File: config.mk
export PLATFORM = sky130hd
export DESIGN_NAME = multi_timer
export DESIGN_NICKNAME = d
export VERILOG_FILES = /design/src/rtl/multi_timer.sv
export SDC_FILE = /design/constraint.sdc
export NUM_CORES = 1
export LEC_CHECK = 0
export BUFFER_PORTS_ARGS = -buffer_cell sky130_fd_sc_hd__buf_4
export CAP_MARGIN = 20
export CORE_MARGIN = 10
export CORE_UTILIZATION = 50
export DETAILED_ROUTE_END_ITERATION = 12
export PLACE_DENSITY = 0.66
export SLEW_MARGIN = 20
export SYNTH_ARGS = -nofsm -noshare
export SYNTH_HDL_FRONTEND = slang
export SYNTH_SLANG_ARGS = --single-unit
File: constraint.sdc
create_clock -name clk -period 6.7 [get_ports clk]
set_input_delay 1.005 -clock clk [delete_from_list [all_inputs] [get_ports clk]]
set_output_delay 1.005 -clock clk [all_outputs]
set_load 0.01 [all_outputs]
File: src/rtl/multi_timer.sv
// Multi-channel prescaled down-counter timer on an 8-bit byte-addressed peripheral bus.
// Each channel: one-shot/auto-reload, sticky expiry flag, maskable interrupt.
module multi_timer #(
    parameter int MCLKFREQ = 24000000,
    parameter int TICKHZ   = 100,
    parameter int NCHAN    = 4,
    parameter int WIDTH    = 16,
    localparam int CHB     = (NCHAN > 1) ? $clog2(NCHAN) : 1
) (
    input  logic           clk,
    input  logic           reset,
    input  logic [CHB+1:0] addr,
    input  logic [7:0]     di,
    input  logic           wren,
    input  logic           rden,
    output logic [7:0]     q,
    output logic           tick,
    output logic           irq
);
    localparam int DIV = MCLKFREQ / TICKHZ;
    localparam int PW  = (DIV > 2) ? $clog2(DIV) : 1;

    logic [PW-1:0]    presc_q, presc_d;
    logic             tick_q, tick_d;
    logic [7:0]       q_q, q_d;
    logic [WIDTH-1:0] count_q [NCHAN];
    logic [WIDTH-1:0] count_d [NCHAN];
    logic [WIDTH-1:0] reload_q [NCHAN];
    logic [WIDTH-1:0] reload_d [NCHAN];
    logic [7:0]       hold_q [NCHAN];
    logic [7:0]       hold_d [NCHAN];
    logic [7:0]       snap_q [NCHAN];
    logic [7:0]       snap_d [NCHAN];
    logic [2:0]       ctrl_q [NCHAN];
    logic [2:0]       ctrl_d [NCHAN];
    logic [NCHAN-1:0] flag_q, flag_d;

    logic [CHB-1:0]   chan;
    logic [1:0]       rsel;
    logic             sel, commit, set_now, irq_c;
    logic [15:0]      cnt16, wdata;
    logic [7:0]       flags_all;

    always_comb begin
        presc_d = (presc_q == '0) ? PW'(DIV - 1) : presc_q - PW'(1);
        tick_d  = (presc_q == '0);
    end

    always_comb begin
        chan      = addr[CHB+1:2];
        rsel      = addr[1:0];
        q_d       = q_q;
        count_d   = count_q;
        reload_d  = reload_q;
        hold_d    = hold_q;
        snap_d    = snap_q;
        ctrl_d    = ctrl_q;
        flag_d    = flag_q;
        sel       = 1'b0;
        commit    = 1'b0;
        set_now   = 1'b0;
        cnt16     = '0;
        wdata     = '0;
        flags_all = '0;
        for (int i = 0; i < NCHAN; i++) flags_all[i] = flag_q[i];

        // Out-of-range channels never match sel, so reads fall through to 0.
        if (rden) q_d = '0;

        for (int i = 0; i < NCHAN; i++) begin
            sel     = (chan == CHB'(i));
            commit  = wren && sel && (rsel == 2'd1);
            set_now = 1'b0;
            cnt16   = '0;
            cnt16[WIDTH-1:0] = count_q[i];
            wdata   = {di, hold_q[i]};

            if (tick_q && ctrl_q[i][0] && !commit) begin
                if (count_q[i] > WIDTH'(1)) begin
                    count_d[i] = count_q[i] - WIDTH'(1);
                end else if (count_q[i] == WIDTH'(1)) begin
                    set_now    = 1'b1;
                    flag_d[i]  = 1'b1;
                    count_d[i] = (ctrl_q[i][1] && reload_q[i] != '0) ? reload_q[i] : '0;
                end
            end

            if (wren && sel) begin
                case (rsel)
                    2'd0: hold_d[i] = di;
                    2'd1: begin
                        reload_d[i] = wdata[WIDTH-1:0];
                        count_d[i]  = wdata[WIDTH-1:0];
                    end
                    2'd2: begin
                        ctrl_d[i] = di[2:0];
                        if (di[7] && !set_now) flag_d[i] = 1'b0;
                    end
                    default: ;
                endcase
            end

            if (rden && sel) begin
                case (rsel)
                    2'd0: begin
                        q_d       = cnt16[7:0];
                        snap_d[i] = cnt16[15:8];
                    end
                    2'd1:    q_d = snap_q[i];
                    2'd2:    q_d = {flag_q[i], 4'b0000, ctrl_q[i]};
                    default: q_d = flags_all;
                endcase
            end
        end
    end

    always_comb begin
        irq_c = 1'b0;
        for (int i = 0; i < NCHAN; i++) irq_c = irq_c | (flag_q[i] & ctrl_q[i][2]);
    end

    always_ff @(posedge clk) begin
        if (reset) begin
            presc_q  <= PW'(DIV - 1);
            tick_q   <= 1'b0;
            q_q      <= '0;
            count_q  <= '{default: '0};
            reload_q <= '{default: '0};
            hold_q   <= '{default: '0};
            snap_q   <= '{default: '0};
            ctrl_q   <= '{default: '0};
            flag_q   <= '0;
        end else begin
            presc_q  <= presc_d;
            tick_q   <= tick_d;
            q_q      <= q_d;
            count_q  <= count_d;
            reload_q <= reload_d;
            hold_q   <= hold_d;
            snap_q   <= snap_d;
            ctrl_q   <= ctrl_d;
            flag_q   <= flag_d;
        end
    end

    assign q    = q_q;
    assign tick = tick_q;
    assign irq  = irq_c;

endmodule

==> results.json <==
{
  "outcome": "finished, final reports clean",
  "slowest_stage": "a21oi_1",
  "numCtsBuffers": 26,
  "path_delay_family": "compound AO/OA/AOI/OAI gates",
  "max_freq_mhz": 314.2,
  "cts_sinks": 235,
  "finalSetupViolations": 0,
  "grt_overflow": 0,
  "p_sw_uw": 756.0,
  "min_period_ns": 3.183,
  "ys_top_cells_by_count": "nand2_1, dfxtp_1, nor2_1",
  "worstRegToRegCells": 5,
  "crit_fanout": 37,
  "io_pins": 26,
  "drt_iter0_markers": 1608,
  "wl_per_cell_um": 20.85,
  "startpoint": "addr[1]",
  "power_frac_seq": 0.458,
  "vias_per_cell": 6.389,
  "route.detailed.drc": 0,
  "synthCells": 1569,
  "synth_nets": 1594,
  "drive_above_1_share": 0.07797,
  "core_area_um2": 24250,
  "ys_types": 77,
  "drtAntennaViolNets": 0,
  "crit_chain": "buf_4 > and3b_1 > a21oi_1 > nand4_1 > a221o_1 > a22o_1",
  "maxSlewHeadroom": 0.2732,
  "p_per_area_nw_per_um2": 231.9,
  "synthArstFlopShare": 0,
  "synth_top_area_cell": "dfxtp_1",
  "die_w_um": 176.7,
  "rsz0062_at_grt": "no",
  "finalSetupTns_ns": 0,
  "pwr-share-comb": 0.071,
  "fill_cells": 2369,
  "grt_pass1_wl_um": 62230,
  "synth_area_um2": 12280,
  "cts_max_path_buffers": 3,
  "path_class": "primary input to flip-flop",
  "track_usage": 0.2422,
  "htree_levels": 1,
  "register_area_um2": 4705,
  "arrival_ns": 3.61,
  "start_util": 0.5062,
  "syn_to_final_growth_pct": 9.388,
  "synth-edff-count": 0,
  "diodes": 0,
  "syn_area_per_cell_um2": 7.824,
  "hold_viol": 0,
  "rows": 57,
  "synth_ff_type": "dfxtp_1",
  "die_height_um": 176.7,
  "switching_share": 0.2428,
  "clock_latency_ns": 0.54,
  "route.vias.total": 11903,
  "synth_seq_cells": 235,
  "grt_max_degree": 130,
  "cts_setup_buffers": 0,
  "yosys.cell_count.top_type": "nand2_1",
  "hold_class": "flip-flop to flip-flop",
  "worst_slew_pin_slew_ns": 1.090,
  "crit_buf_inv": 1,
  "netlist_top_cells_area": "dfxtp_1, nand2_1, a21oi_1",
  "dr.pass1.iters": 5,
  "r2r-start": "tick$_SDFF_PP0_",
  "cts-resized-gates": 0,
  "routed_wl_um": 38850,
  "cts_tree": "done",
  "cell_internal_pwr_uw": 2358,
  "place_hpwl_um": 25760,
  "multi_input_area_um2": 7044,
  "cp.depth": 6,
  "grt_pass1_vias": 11107,
  "seq_area_frac_synth": 0.3832,
  "required_ns": 7.13,
  "synth_warnings": 0,
  "clockRootBuffer": "clkbuf_16",
  "die_area_um2": 31220,
  "worstSetupEndpointType": "flip-flop",
  "clk_pin_slew_worst_paths_ns": 0.06,
  "vdd_drop_max_uv": 159.9,
  "synth.top_cell.area_share": 0.3832,
  "globalplace.congestion": 0.9481,
  "maxCapViolations": 0,
  "p_leak_uw": 0.004781,
  "skew_ns": 0.01139,
  "critPathMaxStageDelay_ns": 0.95,
  "fin_crit_sh": 0.4751,
  "slew_violations": 0,
  "power_uw": 3114,
  "final_nets": 1545,
  "cp-start-kind": "primary input",
  "post-route-util": 0.5538,
  "power_frac_clock": 0.471,
  "io_buffers": 25,
  "min-delay-start": "q[0]$_SDFFE_PP0P_",
  "antenna_found_initial": 0,
  "cts_hold_buf": 0,
  "whs_path_depth": 2
}
==> worst min-delay path: cells and delay by family (launching register included) <==
kind / cells / cell delay, ns
flip-flops: 1 / 0.32
AO/OA/AOI/OAI: 1 / 0.05
AND/OR/NAND/NOR: 1 / 0.04
==> layout by cell type, fill, tap and decap left out, types with 13 or more instances in the layout <==
cell and instances:
nor2_1 143, nand3_1 56, nand2b_1 13, or3_1 13, dfxtp_1 235, inv_1 24
o21ai_0 67, a31oi_1 14, xnor2_1 16, nand2_1 257, nor4_1 38, mux2i_1 70
a21oi_1 141, clkbuf_16 27, a311oi_1 13, buf_4 34, nor3_1 35, nand4_1 32
a221oi_1 16, a211oi_1 26
==> registers in the layout (all words and copies together), names as in the netlist <==
name / cells
count_q: 48
hold_q: 32
reload_q: 64
presc_q: 18
snap_q: 32
tick: 1
cnt16: 16
flag_q: 4
q: 8
ctrl_q: 12
==> routing by layer <==
layer	global-route usage	share of wire
met1	0.3484	0.45
met2	0.3657	0.43
met3	0.03520	0.088
met4	0.07391	0.025
met5	0	0
==> per-stage QoR <==
stage	hold WS (ns)	worst slack, ns	std cells	area [µm²]
after floorplan	0.4079	3.946	1569	12280
after global placement	0.4382	3.132	1815	12520
after detailed placement	0.4445	3.030	1815	12520
after CTS	0.4574	3.613	1862	13410
after global routing	0.4665	3.418	1863	13430
final	0.4542	3.517	1863	13430
==> power by group through the flow <==
stage | combinational, µW | sequential (µW) | clock [µW]
after floorplan | 151 | 1450 | 0
after global placement | 214 | 1460 | 0
after detailed placement | 215 | 1460 | 0
after CTS | 216 | 1430 | 1490
after global routing | 238 | 1430 | 1540
final | 221 | 1430 | 1470
==> worst paths after layout <==
| path | to | slack (ns) |
|---|---|---|
| min reg2reg | q[0]$_SDFFE_PP0P_ | 0.45 |
| max | cnt16[0]$_SDFF_PP0_ | 3.52 |
| max reg2reg | cnt16[0]$_SDFF_PP0_ | 3.75 |
| min | q[0]$_SDFFE_PP0P_ | 0.45 |
==> cell type report <==
cell class / instances / area share
Inverter: 24 / 0.006709
Multi-Input combinational cell: 1196 / 0.5246
Clock inverter: 5 / 0.003727
Timing Repair Buffer: 37 / 0.02246
Sequential cell: 235 / 0.3504
Tap cell: 324 / 0.03019
Clock buffer: 42 / 0.06196
==> logic make-up (layout without fill, tap and decap cells) <==
group | Yosys count | count (layout) | synth area share
AOI/OAI and AO/OA | 416 | 416 | 0.2216
xor gates and xnor gates | 19 | 19 | 0.01356
adders and majority gates | 9 | 9 | 0.009174
buffers and inverters | 138 | 108 | 0.04342
DFF | 235 | 235 | 0.3832
muxes | 82 | 82 | 0.06809
and+or+nand+nor | 670 | 670 | 0.2609
(Power assumes the default switching activity.)
